<file path="src/rtl/tst_probe_router.sv">
// Test-probe router: synchronises N_IN async strobes and routes any of them to
// any of N_OUT test pins, each with its own select, display mode and a
// saturating rising-edge event counter. Also drives an OR-of-strobes flag.

// One output lane: routing select, display mode, stretch timer, toggle bit, counter.
module tst_probe_lane #(
  parameter int             N_IN    = 16,
  parameter int             SEL_W   = 8,
  parameter int             STRETCH = 8,
  parameter int             CNT_W   = 16,
  parameter logic [SEL_W-1:0] RST_SEL = '0
) (
  input  logic             clk,
  input  logic             rst_n,
  input  logic [N_IN-1:0]  s2,
  input  logic [N_IN-1:0]  rise,
  input  logic             wr,
  input  logic [SEL_W-1:0] cfg_sel,
  input  logic [1:0]       cfg_mode,
  output logic             probe,
  output logic [CNT_W-1:0] cnt
);
  localparam logic [7:0] STR = STRETCH[7:0];

  logic [SEL_W-1:0] sel_q;
  logic [1:0]       mode_q;
  logic [7:0]       timer, timer_nxt;
  logic             tog, tog_nxt;
  logic             x, r;

  // Input mux; a select beyond N_IN matches nothing, so x = r = 0.
  always_comb begin
    x = 1'b0;
    r = 1'b0;
    for (int i = 0; i < N_IN; i++)
      if (sel_q == SEL_W'(i)) begin
        x = s2[i];
        r = rise[i];
      end
    timer_nxt = r ? STR : ((timer != 8'd0) ? timer - 8'd1 : 8'd0);
    tog_nxt   = tog ^ r;
  end

  // Lane state; a config write clears counter/timer/toggle and beats a coincident rise.
  always_ff @(posedge clk or negedge rst_n) begin
    if (!rst_n) begin
      sel_q  <= RST_SEL;
      mode_q <= 2'b00;
      timer  <= 8'd0;
      tog    <= 1'b0;
      cnt    <= '0;
      probe  <= 1'b0;
    end else begin
      case (mode_q)
        2'b00:   probe <= x;
        2'b01:   probe <= (timer_nxt != 8'd0);
        2'b10:   probe <= tog_nxt;
        default: probe <= 1'b0;
      endcase
      if (wr) begin
        sel_q  <= cfg_sel;
        mode_q <= cfg_mode;
        timer  <= 8'd0;
        tog    <= 1'b0;
        cnt    <= '0;
      end else begin
        timer <= timer_nxt;
        tog   <= tog_nxt;
        if (r && (cnt != {CNT_W{1'b1}})) cnt <= cnt + 1'b1;
      end
    end
  end
endmodule

module tst_probe_router #(
  parameter int              N_IN     = 16,
  parameter int              N_OUT    = 2,
  parameter int              SEL_W    = 8,
  parameter int              OUT_W    = 4,
  parameter int              STRETCH  = 8,
  parameter int              CNT_W    = 16,
  parameter logic [N_IN-1:0] ACT_MASK = '1
) (
  input  logic             clk,
  input  logic             rst_n,
  input  logic [N_IN-1:0]  sig_in,
  input  logic             cfg_we,
  input  logic [OUT_W-1:0] cfg_idx,
  input  logic [SEL_W-1:0] cfg_sel,
  input  logic [1:0]       cfg_mode,
  input  logic [OUT_W-1:0] cnt_idx,
  output logic [N_OUT-1:0] probe_out,
  output logic [CNT_W-1:0] cnt_out,
  output logic             act_or
);
  logic [N_IN-1:0]             s1, s2, s3, rise;
  logic [2:0]                  vld_pipe;
  logic [N_OUT-1:0]            wr;
  logic [N_OUT-1:0][CNT_W-1:0] cnt_all;
  logic [CNT_W-1:0]            cnt_sel;

  // Synchroniser plus edge-detect stage; vld_pipe marks when s3 holds a real
  // synchronised sample, so inputs already high at reset release never count.
  always_ff @(posedge clk or negedge rst_n) begin
    if (!rst_n) begin
      s1       <= '0;
      s2       <= '0;
      s3       <= '0;
      vld_pipe <= '0;
      act_or   <= 1'b0;
    end else begin
      s1       <= sig_in;
      s2       <= s1;
      s3       <= s2;
      vld_pipe <= {vld_pipe[1:0], 1'b1};
      act_or   <= |(s2 & ACT_MASK);
    end
  end

  assign rise = s2 & ~s3 & {N_IN{vld_pipe[2]}};

  genvar k;
  generate
    for (k = 0; k < N_OUT; k++) begin : g_lane
      assign wr[k] = cfg_we && (cfg_idx == OUT_W'(k));
      tst_probe_lane #(
        .N_IN(N_IN), .SEL_W(SEL_W), .STRETCH(STRETCH), .CNT_W(CNT_W),
        .RST_SEL(SEL_W'(k))
      ) u_lane (
        .clk(clk), .rst_n(rst_n), .s2(s2), .rise(rise), .wr(wr[k]),
        .cfg_sel(cfg_sel), .cfg_mode(cfg_mode),
        .probe(probe_out[k]), .cnt(cnt_all[k])
      );
    end
  endgenerate

  // Counter readback mux; out-of-range index reads as zero.
  always_comb begin
    cnt_sel = '0;
    for (int i = 0; i < N_OUT; i++)
      if (cnt_idx == OUT_W'(i)) cnt_sel = cnt_all[i];
  end

  // Registered counter readback.
  always_ff @(posedge clk or negedge rst_n) begin
    if (!rst_n) cnt_out <= '0;
    else        cnt_out <= cnt_sel;
  end
endmodule

</file>
<file path="config.mk">
export PLATFORM = sky130hd
export DESIGN_NAME = tst_probe_router
export DESIGN_NICKNAME = d
export VERILOG_FILES = /design/src/rtl/tst_probe_router.sv
export SDC_FILE = /design/constraint.sdc
export NUM_CORES = 1
export LEC_CHECK = 0
export CAP_MARGIN = 20
export CELL_PAD_IN_SITES_DETAIL_PLACEMENT = 1
export CELL_PAD_IN_SITES_GLOBAL_PLACEMENT = 2
export CORE_ASPECT_RATIO = 1.2
export CORE_UTILIZATION = 45
export DETAILED_ROUTE_END_ITERATION = 10
export DONT_BUFFER_PORTS = 1
export GPL_TIMING_DRIVEN = 1
export PLACE_DENSITY = 0.95
export SYNTH_ARGS = -nofsm -noshare
export SYNTH_HDL_FRONTEND = slang
export SYNTH_SLANG_ARGS = --single-unit
</file>
<file path="constraint.sdc">
create_clock -name clk -period 7.75 [get_ports clk]
set_clock_uncertainty 0.05 [all_clocks]
set_input_delay 0 -clock clk [delete_from_list [all_inputs] [get_ports clk]]
set_output_delay 0 -clock clk [all_outputs]
set_load 0.005 [all_outputs]
</file>
-- Word-level counts from Yosys, hierarchy flattened
Cells that the tools add are included.
- add/subtract/negate cells: 4
- equal/unequal tests: 38
- muxes and demuxes: 80
- bitwise operators: 5
- reduce and logical (&&, ||, !) cells: 17
- operators by type and width (kind ; count):
    8-bit by 4-bit == test with 1-bit output, second input constant ; 16
    16-bit 2-to-1 mux ; 6
    1-bit 2-to-1 mux ; 66
    8-bit by 3-bit == test with 1-bit output, second input constant ; 8
    8-bit 2-to-1 mux ; 6
    16-bit by 1-bit adder with 16-bit output, second input constant ; 2
    16-bit AND ; 2
    8-bit by 2-bit == test with 1-bit output, second input constant ; 4
    16-bit inequality test, second input constant ; 2
    8-bit nonzero test ; 4
    8-bit by 1-bit == test with 1-bit output, second input constant ; 2
    8-bit zero test ; 2
    16-bit NOT ; 1
    16-bit OR reduction ; 1
    8-bit by 1-bit subtractor with 8-bit output, second input constant ; 2
    4-bit by 1-bit == test with 1-bit output, second input constant ; 2
    4-bit zero test ; 2
    1-bit one-hot mux with 3 select lines ; 2
    2-bit by 1-bit == test with 1-bit output, second input constant ; 2
    2-bit == test, second input constant ; 2
    1-bit logical AND ; 4
    2-bit zero test ; 2
    2-bit nonzero test ; 2
    1-bit bitwise XOR ; 2
- register bits: 140
- bits of input ports: 37
- output and inout port bits: 19
- logic and storage cells: 162

-- Depth between registers and ports, before layout
Gate-level depths: netlist of the first run.
- word-level depth: 22
- gate-level depth with buffers: 10
- mapped depth without buffers: 8

-- Cells and area by module
Synthesis of the first run repeated with hierarchy kept, for this count alone.
- cells, all modules: 624
- area total of the unflattened synthesis: 6656.4 µm²
- by module, submodules not included (module ; times used ; cells an instance ; area an instance (µm²) ; seq. area each (µm²)):
    tst_probe_lane at g_lane[1].u_lane ; 1 ; 245 ; 2243.4 ; 902.1
    tst_probe_lane at g_lane[0].u_lane ; 1 ; 245 ; 2242.2 ; 900.9
    tst_probe_router ; 1 ; 134 ; 2170.8 ; 1701.6

-- Worst setup path after synthesis of the first run
Ideal clock, no wire load.
- kind: flip-flop to flip-flop
- start point: register g_lane[0].u_lane.sel_q[0]
- end point: register g_lane[0].u_lane.cnt[13]
- library setup time: 78 ps
- arrival time: 2306 ps
- data required time: 7622 ps
- slack: 5315 ps
- cell stages (with the launch flop): 9
- path buffers: 1
- period minus slack after synthesis: 2435 ps
- cell sequence: dfrtp_1 -> inv_1 -> mux4_2 -> o22ai_1 -> o22a_1 -> and4_1 -> buf_4 -> or4b_1 -> a21oi_1
- word-level cells in the longest chain between the ends: 19
- elaborated cells on any way between the ends: 34
- those cells by class: eq/ne (15); mux (16); reduce/logical (3)
- ends and longest elaborated chain (item ; line ; source):
    start: declaration ; 25 ; logic [SEL_W-1:0] sel_q;
    start signal: assignment ; 61 ; sel_q <= cfg_sel;
    8-bit zero test ; 36 ; if (sel_q == SEL_W'(i)) begin
    1-bit 2-to-1 mux (15 in series) ; 36 ;
    1-bit 2-to-1 mux * ; 36 ;
    1-bit logical AND * ; 69 ; if (r && (cnt != {CNT_W{1'b1}})) cnt <= cnt + 1'b1;
    2-bit nonzero test (no line) * ; n/a ;
    end signal: assignment ; 69 ;
    end: declaration ; 21 ; output logic [CNT_W-1:0] cnt
Mark *: on every way between the ends. The rest lies on a longest branch, timed or not.
A chain may end at the register's enable or synchronous reset.

-- Worst setup path in the final report of the first run
- start point: register g_lane[0].u_lane.sel_q[0]
- end point: register g_lane[0].u_lane.cnt[9]
The elaborated chain is that of the path after synthesis.

==> impl_results.md, run 1 <==
* Status: finished, violations left
* Failing checks: DRC
* Slew HR at 53.50%
* Worst path buffer plus inverter count at 1
* Final Power at 2366 uW
* Rows at 47
* Sw Pwr at 752.0 uW
* Number of global-route vias before repair at 5479
* Leak at 0.003202 uW
* Clock-pin transition on the worst setup and hold timing paths at 0.06 ns
* TNS Setup at 0 ns
* Synth top area share at 54.22%
* Main synth FF type: dfrtp_1
* Layout cells sized above 1 at 8.116%
* DR WL/cell at 21.39 um
* CP Capture Type: register
* Sequential share of power at 44.6%
* Max Fclk at 310.3 MHz
* Total grt overflow at 0
* Post-synth EDFFs at 0
* Avg Inst Size Synth at 10.46 um^2
* Async set-reset flop share out of synthesis at 100.0%
* CTS Buf Count at 17
* CP peak stage delay at 0.75 ns
* Initial Util at 46.22%
* Sw Share at 31.79%
* Worst skew pair latency at 0.43 ns
* RSZ-0062 raised after global routing: no
* CTS resizes at 0
* Clock power frac at 35.3%
* Die X at 111.0 um
* Area Overhead vs Synth at 17.03%
* Unique masters post-synth at 74
* DIE HEIGHT at 132.8 um
* DR pass1 iterations at 7
* Crit Path Category: reg2reg
* H-Tree Depth at 4
* Syn nets at 656
* Final setup violation count at 0
* Ports at 56
* Synthesized instance count at 613
* Post-layout util at 54.09%
* IO buf count at 0
* CP Max Fanout at 20
* DRT antenna net count at 0
* Antenna cells at 0
* TritonCTS clock tree: yes
* Setup ws final at 4.527 ns
* FF+latch count, synth at 140
* Area of the core at 13880 um^2
* Top delay family on crit path: simple AND/OR/NAND/NOR gates
* Cell breakdown of the critical path: inv_1, mux4_2, o22ai_1, o22a_1, nand3_1, or4_1, a21oi_1
* Drt initial violations at 246
* Worst EP required at 8.04 ns
* Yosys warnings at 0
* Vias at 4968
* Final hold vios at 0
* CP max-delay cell: dfrtp_1
* Arrival time worst endpoint at 3.52 ns
* Sink Count at 140
* Slew at the pin closest to its max-slew limit at 0.6975 ns
* Total Nets Final at 686
* Post-synthesis cell area at 6415 um^2
* Clock Path Buffers at 2
* Initial antenna violation count at 0
* GRT Total Usage at 25.68%
* WL final at 17620 um
* Critical Path Source Type: register
* P_int at 1614 uW
* # Post-CTS Setup Buffers at 0
* Via-to-Cell Ratio at 6.029
* Count of max-cap constraint violations at 0
* GPL Wtd Cong at 0.8211
* Hold Crit Class: in2reg
* Max Transition Viols Final at 0
* Synth top area cells: dfrtp_1 (54%), nand2_1 (4.7%), nor2_1 (3.1%)
* DP HPWL at 11330 um
* Leading area contributor after synthesis: dfrtp_1
* Final Critical Period at 3.223 ns
* Residual DRC at 6
* Final worst-path cycle share at 41.58%
* Global-route wire length before repair at 28780 um
* Pre-CTS setup slack at 4.565 ns
* Largest net degree at the start of global routing at 141
* PD cells at 315.2 nW/um^2
* Sequential share of the synthesized area at 54.63%
* Hold_ws at 0.03331 ns
* Die area at 14740 um^2
* CTS root buffer: clkbuf_16
* Combinational share of power at 20.1%
* Max rail drop VDD at 180.4 uV
* Worst R2R Setup Slack at 4.53 ns
[tightest hold or removal path: stages]
cell    delay, ns
nor4_2       0.03
buf_4        0.19
a22o_1       0.24
[area by class of cell]
cell class | instances | area, um^2
Fill cell | 1471 | 6371
Sequential cell | 140 | 3505
Multi-Input combinational cell | 426 | 2713
Clock buffer | 18 | 429.2
Timing Repair Buffer | 39 | 402.9
Tap cell | 171 | 214.0
Clock inverter | 11 | 172.7
Inverter | 19 | 71.32
[cell usage after synthesis (4+ instances only)]
| library cell | count |
|---|---|
| nor3b_1 | 5 |
| nand2_1 | 81 |
| xnor2_1 | 20 |
| nor2_1 | 53 |
| a21oi_1 | 27 |
| a211oi_1 | 4 |
| buf_2 | 7 |
| xor2_1 | 8 |
| nand2b_1 | 8 |
| and4_1 | 5 |
| nor2b_1 | 8 |
| clkbuf_1 | 15 |
| a21o_1 | 5 |
| nand3_1 | 24 |
| nor3_1 | 13 |
| and3b_1 | 4 |
| or4_1 | 5 |
| nor4_1 | 9 |
| dfrtp_1 | 139 |
| o21ai_0 | 15 |
| nand4_1 | 15 |
| mux2i_1 | 9 |
| inv_1 | 19 |
| and3_1 | 4 |
| ha_1 | 6 |
| and2_1 | 4 |
| a22o_1 | 16 |
| nand3b_1 | 9 |
[path summary, 6_finish.rpt]
path	from	endpoint	cells past startpoint
max	g_lane[0].u_lane.sel_q[0]	g_lane[0].u_lane.cnt[9]	7
min	cnt_idx[2]	cnt_out[8]	3
max reg2reg	g_lane[0].u_lane.sel_q[0]	g_lane[0].u_lane.cnt[9]	7
min reg2reg	s1[3]	s2[3]	0
max in group asynchronous	rst_n	g_lane[0].u_lane.cnt[8]	2
min in group asynchronous	rst_n	s1[5]	2
[per-layer routing]
metal / part of all wire (%) / vias to the layer above / track usage (%)
met5: 0 / - / 0
met4: 3.6 / 0 / 12.94
met3: 4.4 / 45 / 6.093
met2: 53 / 121 / 46.09
met1: 39 / 2543 / 28.34
li1: - / 2259 / -
[power groups by stage]
stage          Clock (uW)  Combinational [uW]  Sequential [uW]
6_report              835                 474             1060
5_1_grt               876                 536             1080
4_1_cts               846                 476             1050
3_5_place_dp            0                 432             1060
3_3_place_gp            0                 405             1050
2_1_floorplan           0                 391              977
[per-stage QoR]
| stage | std cells | area (um^2) |
|---|---|---|
| 2_1_floorplan | 613 | 6415 |
| 3_3_place_gp | 760 | 6533 |
| 3_5_place_dp | 760 | 6533 |
| 4_1_cts | 823 | 7492 |
| 5_1_grt | 824 | 7507 |
| 6_report | 824 | 7507 |
[layout by cell type, fill, tap and decap left out, types with 4 or more instances in the layout]
| master | count |
|---|---|
| o21ai_0 | 15 |
| and3b_1 | 4 |
| nor4_1 | 8 |
| bufinv_16 | 4 |
| nand2b_1 | 8 |
| a22o_1 | 16 |
| nor2b_1 | 7 |
| and2_1 | 4 |
| mux2i_1 | 9 |
| inv_1 | 19 |
| buf_4 | 4 |
| nor3_1 | 13 |
| nand3b_1 | 9 |
| and3_1 | 4 |
| dfrtp_1 | 139 |
| nor3b_1 | 5 |
| nand2_1 | 81 |
| xor2_1 | 8 |
| a21oi_1 | 27 |
| a211oi_1 | 4 |
| or4_1 | 5 |
| and4_1 | 5 |
| xnor2_1 | 20 |
| nand4_1 | 15 |
| nor2_1 | 53 |
| clkinv_4 | 4 |
| a21o_1 | 5 |
| ha_1 | 6 |
| nand3_1 | 24 |
| dlygate4sd3_1 | 33 |
| clkbuf_16 | 17 |
[registers in the layout, summed over array words and instances, names as in the netlist]
name / flops
g_lane.u_lane.sel_q: 16
g_lane.u_lane.timer: 16
cnt_out: 16
g_lane.u_lane.cnt: 32
s2: 16
s1: 16
g_lane.u_lane.probe: 2
vld_pipe: 3
g_lane.u_lane.mode_q: 4
act_or: 1
s3: 16
g_lane.u_lane.tog: 2
[kinds of logic (layout without fill, tap and decap cells)]
logic type                 Yosys count  after routing  share of synthesized area, %
adders and majority gates            6              6                         1.170
xor gates and xnor gates            28             28                         3.823
and+or+nand+nor                    266            266                         21.71
muxes                               12             12                         2.458
DFF                                140            140                         54.63
other                                1              1                       0.05846
buffers and inverters               47             87                         3.316
AOI/OAI and AO/OA                  113            113                         12.83
[what timing repair did]
| item | in CTS | in global routing |
|---|---|---|
| hold endpoints to repair | 207 | 0 |
| endpoints found under the setup margin | 0 | 0 |
| hold buffers | 34 | 0 |
Power figures use the tool's default switching activity.
==> inputs of run 2 (changes only) <==
CORE_UTILIZATION = 41   (was 45)
PLACE_DENSITY = 0.88   (was 0.95)
clock period = 3.25 ns   (was 7.75 ns; I/O delays follow)
==> run 2 against run 1 <==
- the run ends with hold timing left
- clock power grew to 2.6 times the previous value
- first-iteration DRC count grew 26%
- hold slack lost 0.83 ns
- critical path depth grew 1
- register-to-register slack lost 4.3 ns
- total power grew 150%
- sequential share of layout area shrank 0.77 points
==> impl_results.md, run 2 (same netlist as run 1, synthesis figures left out) <==
* DR pass1 iterations at 4 (was 7)
* Worst EP required at 3.45 ns (was 8.04 ns)
* Filler cells at 1669 (was 1471)
* Max Transition Viols Final at 0 (unchanged)
* CTS root buffer: clkbuf_16 (unchanged)
* CP max-delay cell: dfstp_2 (was dfrtp_1)
* Critical path depth at 8 (was 7)
* R2R cell count at 8 (was 7)
* Total Nets Final at 693 (was 686)
* Hold Crit Class: in2async (was in2reg)
* H-Tree Depth at 4 (unchanged)
* Clock Path Buffers at 2 (unchanged)
* PD cells at 759.7 nW/um^2 (was 315.2 nW/um^2)
* Count of max-cap constraint violations at 0 (unchanged)
* Max rail drop VDD at 357.1 uV (was 180.4 uV)
* Commonest non-fill, non-tap cell in the layout: dfrtp_1 (unchanged)
* Die X at 116.2 um (was 111.0 um)
* Failing checks: hold timing (was DRC)
* Ports at 56 (unchanged)
* GRT Total Usage at 24.78% (was 25.68%)
* Drt initial violations at 310 (was 246)
* Final setup violation count at 0 (unchanged)
* Worst path buffer plus inverter count at 1 (unchanged)
* Vias at 5043 (was 4968)
* Largest net degree at the start of global routing at 141 (unchanged)
* Final worst-path cycle share at 92.04% (was 41.58%)
* CP Max Fanout at 15 (was 20)
* Area Overhead vs Synth at 19.00% (was 17.03%)
* Area of the core at 15140 um^2 (was 13880 um^2)
* Number of flip-flops in the largest register at 32 (unchanged)
* Final Critical Period at 2.991 ns (was 3.223 ns)
* Max Fclk at 334.3 MHz (was 310.3 MHz)
* IO buf count at 0 (unchanged)
* Cell breakdown of the critical path: buf_4, nor3b_1, a311o_1, a32o_1, a21oi_1, nand2_1, xnor2_1, o311ai_0 (was inv_1, mux4_2, o22ai_1, o22a_1, nand3_1, or4_1, a21oi_1)
* Clock-pin transition on the worst setup and hold timing paths at 0.07 ns (was 0.06 ns)
* Worst R2R Setup Slack at 0.26 ns (was 4.53 ns)
* Crit Path Category: reg2reg (unchanged)
* Die area at 16150 um^2 (was 14740 um^2)
* Sink Count at 140 (unchanged)
* Top delay family on crit path: compound AO/OA/AOI/OAI gates (was simple AND/OR/NAND/NOR gates)
* Critical Path Source Type: register (unchanged)
* Leak at 0.003235 uW (was 0.003202 uW)
* Hold_ws at -0.7932 ns (was 0.03331 ns)
* Initial Util at 42.36% (was 46.22%)
* DR WL/cell at 20.92 um (was 21.39 um)
* Via-to-Cell Ratio at 5.817 (was 6.029)
* Global-route wire length before repair at 30070 um (was 28780 um)
* Arrival time worst endpoint at 3.19 ns (was 3.52 ns)
* DIE HEIGHT at 139.0 um (was 132.8 um)
* # Post-CTS Setup Buffers at 0 (unchanged)
* Status: finished, violations left (unchanged)
* Residual DRC at 0 (was 6)
* Layout cells sized above 1 at 9.215% (was 8.116%)
* CP Capture Type: register (unchanged)
* TritonCTS clock tree: yes (unchanged)
* Number of global-route vias before repair at 5623 (was 5479)
* DRT antenna net count at 0 (unchanged)
* CTS Buf Count at 17 (unchanged)
* CTS resizes at 0 (unchanged)
* Rows at 49 (was 47)
* Final hold vios at 140 (was 0)
* TNS Setup at 0 ns (unchanged)
* Slew at the pin closest to its max-slew limit at 0.5984 ns (was 0.6975 ns)
* RSZ-0062 raised after global routing: no (unchanged)
* GPL Wtd Cong at 0.8372 (was 0.8211)
* Design Area, Final at 7634 um^2 (was 7507 um^2)
* Worst skew pair latency at 0.43 ns (about the same)
* DP Area at 6626 um^2 (was 6533 um^2)
* Slew HR at 59.60% (was 53.50%)
* CTS Hold Buffers Added at 35 (was 34)
* Total grt overflow at 0 (unchanged)
* Most frequent cells in the layout: dfrtp_1 (139), nand2_1 (81), nor2_1 (53), dlygate4sd3_1 (35), a21oi_1 (27) (was dfrtp_1 (139), nand2_1 (81), nor2_1 (53), dlygate4sd3_1 (33), a21oi_1 (27))
* CP peak stage delay at 0.68 ns (was 0.75 ns)
* WL final at 18140 um (was 17620 um)
* DP HPWL at 11820 um (was 11330 um)
* Initial antenna violation count at 1 (was 0)
* Top reg by flops: g_lane.u_lane.cnt (unchanged)
[run 2: worst reg2reg max path, stage by stage (launching register included)]
cell and delay (ns):
dfstp_2 0.68, buf_4 0.25, nor3b_1 0.08, a311o_1 0.32, a32o_1 0.28, a21oi_1 0.18
nand2_1 0.22, xnor2_1 0.21, o311ai_0 0.54
[run 2: area by class of cell]
cell class	count	area [um^2]	area share, %
clock inverter	13	215.2	2.819
antenna	1	2.502	0.03278
inverter	19	71.32	0.9343
clock buffer	18	439.2	5.753
sequential	140	3505	45.91
multi-input combinational	426	2713	35.54
timing repair buffer	46	432.9	5.671
tap	204	255.2	3.344
[run 2: metrics by stage]
step	hold WS, ns	setup WS (ns)	utilization (%)	total power (uW)	cells
floorplan	-0.3456	0.8155	-	3262	613
global placement	-0.3416	0.4632	43.76	3501	800
detailed placement	-0.3413	0.3431	43.76	3591	800
CTS	-0.8014	0.3209	50.39	5814	866
global route	-0.8069	0.09047	50.41	6112	867
finish	-0.7932	0.2588	50.41	5799	867
[run 2: routing by layer]
metal / GRT usage [%] / vias up / wire length (um)
li1: - / 2272 / -
met1: 29.22 / 2588 / 7322
met2: 41.85 / 135 / 9429
met3: 6.119 / 48 / 717
met4: 11.67 / 0 / 667
met5: 0 / - / 0
[run 2: worst paths after layout]
| kind | start | endpoint |
|---|---|---|
| setup / recovery | g_lane[1].u_lane.sel_q[0] | g_lane[1].u_lane.probe |
| min in group clk | cfg_idx[0] | g_lane[1].u_lane.sel_q[5] |
| hold / removal | rst_n | s1[9] |
| setup reg to reg | g_lane[1].u_lane.sel_q[0] | g_lane[1].u_lane.probe |
| max in group asynchronous | rst_n | g_lane[1].u_lane.sel_q[0] |
| hold reg to reg | vld_pipe[0] | vld_pipe[1] |
[run 2: power breakdown]
part	total, uW	internal, uW	switching [uW]	leakage (uW)
Combinational	1130	515	611	0.00119
Clock	2170	1390	789	0.000311
Sequential	2500	2070	433	0.00174
==> inputs of run 3 (changes only) <==
clock period = 3 ns   (was 3.25 ns; I/O delays follow)
==> run 3 against run 2 <==
- largest cell class unchanged
- critical path depth shrank 1
- cell count grew 0.69%
- largest power group unchanged
- worst setup slack lost 0.060 ns
- clock power shrank 2%
- sequential share of layout area grew 0.15 points
- the flow still finishes with violations (hold timing)
- combinational power grew 9%
==> impl_results.md, run 3 (same netlist as run 1, synthesis figures left out) <==
* Initial antenna violation count at 1 (unchanged)
* Final Critical Period at 2.801 ns (was 2.991 ns)
* Layout cells sized above 1 at 10.33% (was 9.215%)
* Clock Path Buffers at 2 (unchanged)
* Count of max-cap constraint violations at 0 (unchanged)
* CP Max Fanout at 12 (was 15)
* CTS root buffer: clkbuf_16 (unchanged)
* Final Power at 6041 uW (was 5799 uW)
* CP Capture Type: register (unchanged)
* Number of flip-flops in the largest register at 32 (unchanged)
* Area Overhead vs Synth at 18.61% (was 19.00%)
* H-Tree Depth at 4 (unchanged)
* Vias at 4960 (was 5043)
* Slew at the pin closest to its max-slew limit at 0.7547 ns (was 0.5984 ns)
* DIE HEIGHT at 139.0 um (unchanged)
* Pre-CTS setup slack at 0.1969 ns (was 0.3431 ns)
* Design Area, Final at 7609 um^2 (was 7634 um^2)
* Top reg by flops: g_lane.u_lane.cnt (unchanged)
* DR pass1 iterations at 4 (unchanged)
* Hold Crit Class: in2async (unchanged)
* Hold_ws at -0.7908 ns (was -0.7932 ns)
* Largest net degree at the start of global routing at 141 (unchanged)
* Setup ws final at 0.1986 ns (was 0.2588 ns)
* RSZ-0062 raised after global routing: no (unchanged)
* Crit Path Category: reg2reg (unchanged)
* Most frequent cells in the layout: dfrtp_1 (139), nand2_1 (81), nor2_1 (53), dlygate4sd3_1 (32), a21oi_1 (27) (was dfrtp_1 (139), nand2_1 (81), nor2_1 (53), dlygate4sd3_1 (35), a21oi_1 (27))
* CP startpoint: g_lane[1].u_lane.cnt[7] (was g_lane[1].u_lane.sel_q[0])
* Residual DRC at 0 (unchanged)
* PD cells at 794.0 nW/um^2 (was 759.7 nW/um^2)
* IO buf count at 0 (unchanged)
* Die X at 116.2 um (unchanged)
* Final setup violation count at 0 (unchanged)
* CTS Hold Buffers Added at 32 (was 35)
* DRT antenna net count at 0 (unchanged)
* DR WL/cell at 19.70 um (was 20.92 um)
* Max Transition Viols Final at 0 (unchanged)
* DP Area at 6686 um^2 (was 6626 um^2)
* Status: finished, violations left (unchanged)
* CTS resizes at 0 (unchanged)
* Commonest non-fill, non-tap cell in the layout: dfrtp_1 (unchanged)
* Area of the core at 15140 um^2 (unchanged)
* Arrival time worst endpoint at 3.10 ns (was 3.19 ns)
* WL final at 17200 um (was 18140 um)
* TritonCTS clock tree: yes (unchanged)
* Global-route wire length before repair at 28620 um (was 30070 um)
* Leak at 0.003247 uW (was 0.003235 uW)
* Clock-pin transition on the worst setup and hold timing paths at 0.07 ns (about the same)
* Die area at 16150 um^2 (unchanged)
* Worst skew pair latency at 0.43 ns (about the same)
* Worst r2r src: g_lane[1].u_lane.cnt[7] (was g_lane[1].u_lane.sel_q[0])
* Total grt overflow at 0 (unchanged)
* Max Fclk at 357.0 MHz (was 334.3 MHz)
* Max rail drop VDD at 377.9 uV (was 357.1 uV)
* Final worst-path cycle share at 93.38% (was 92.04%)
* GPL Wtd Cong at 0.8530 (was 0.8372)
* Final hold vios at 140 (unchanged)
* Critical Path Source Type: register (unchanged)
* GRT Total Usage at 23.47% (was 24.78%)
* Ports at 56 (unchanged)
* Failing checks: hold timing (unchanged)
* Total Nets Final at 698 (was 693)
* Drt initial violations at 344 (was 310)
* TNS Setup at 0 ns (unchanged)
* Sink Count at 140 (unchanged)
* Rows at 49 (unchanged)
* Worst EP required at 3.30 ns (was 3.45 ns)
* DP HPWL at 11650 um (was 11820 um)
* Slew HR at 49.46% (was 59.60%)
* # Post-CTS Setup Buffers at 0 (unchanged)
* Number of global-route vias before repair at 5531 (was 5623)
* Via-to-Cell Ratio at 5.682 (was 5.817)
* Initial Util at 42.36% (unchanged)
* CTS Buf Count at 17 (unchanged)
==> run 3: changes by cell type in the layout (fill, tap and decap cells not counted) <==
cell / previous run / this run
clkinv_4: 2 / 4
bufinv_16: 5 / 2
clkinvlp_4: 3 / 2
clkbuf_1: 0 / 1
clkinv_2: 1 / 0
dlygate4sd3_1: 35 / 32
inv_6: 1 / 4
buf_4: 11 / 19
==> run 3: path summary, 6_finish.rpt <==
kind / endpoint / slack, ns / cells past startpoint
setup / recovery: g_lane[1].u_lane.cnt[12] / 0.20 / 7
hold / removal: s1[2] / -0.79 / 0
setup reg to reg: g_lane[1].u_lane.cnt[12] / 0.20 / 7
hold reg to reg: s2[9] / 0.29 / 0
max in group asynchronous: cnt_out[2] / 3.49 / 0
min in group clk: g_lane[0].u_lane.cnt[3] / 0.03 / 3
==> run 3: cell type report <==
class | instances | area [um^2]
Clock buffer | 19 | 442.9
Inverter | 19 | 71.32
Multi-Input combinational cell | 426 | 2713
Clock inverter | 13 | 156.4
Tap cell | 204 | 255.2
Timing Repair Buffer | 51 | 462.9
Antenna cell | 1 | 2.502
Sequential cell | 140 | 3505
Fill cell | 1637 | 7535
==> run 3: layer usage <==
| metal | track usage [%] | up-vias | wire [um] |
|---|---|---|---|
| li1 | - | 2290 | - |
| met1 | 28.10 | 2521 | 7097 |
| met2 | 39.35 | 106 | 8884 |
| met3 | 5.332 | 43 | 629 |
| met4 | 11.34 | 0 | 588 |
| met5 | 0 | - | 0 |
==> run 3: power by group <==
| part | internal [uW] | switching [uW] |
|---|---|---|
| clock | 1270 | 863 |
| sequential | 2240 | 446 |
| combinational | 571 | 656 |
| total | 4080 | 1960 |
==> run 3: worst max-delay path, cell delays in order (launching register included) <==
cell     delay (ns)
dfrtp_1        0.44
and4_1         0.31
nand4_1        0.21
or4_1          0.57
a22oi_2        0.53
nand2_1        0.24
nand4_1        0.18
mux2i_1        0.20
==> run 3: metrics by stage <==
stage               std cells  hold slack, ns  util (%)
finish                    873         -0.7908     50.24
global route              873         -0.8025     50.24
CTS                       872         -0.8039     50.23
detailed placement        808         -0.3416     44.15
global placement          808         -0.3411     44.15
floorplan                 613         -0.3456         -
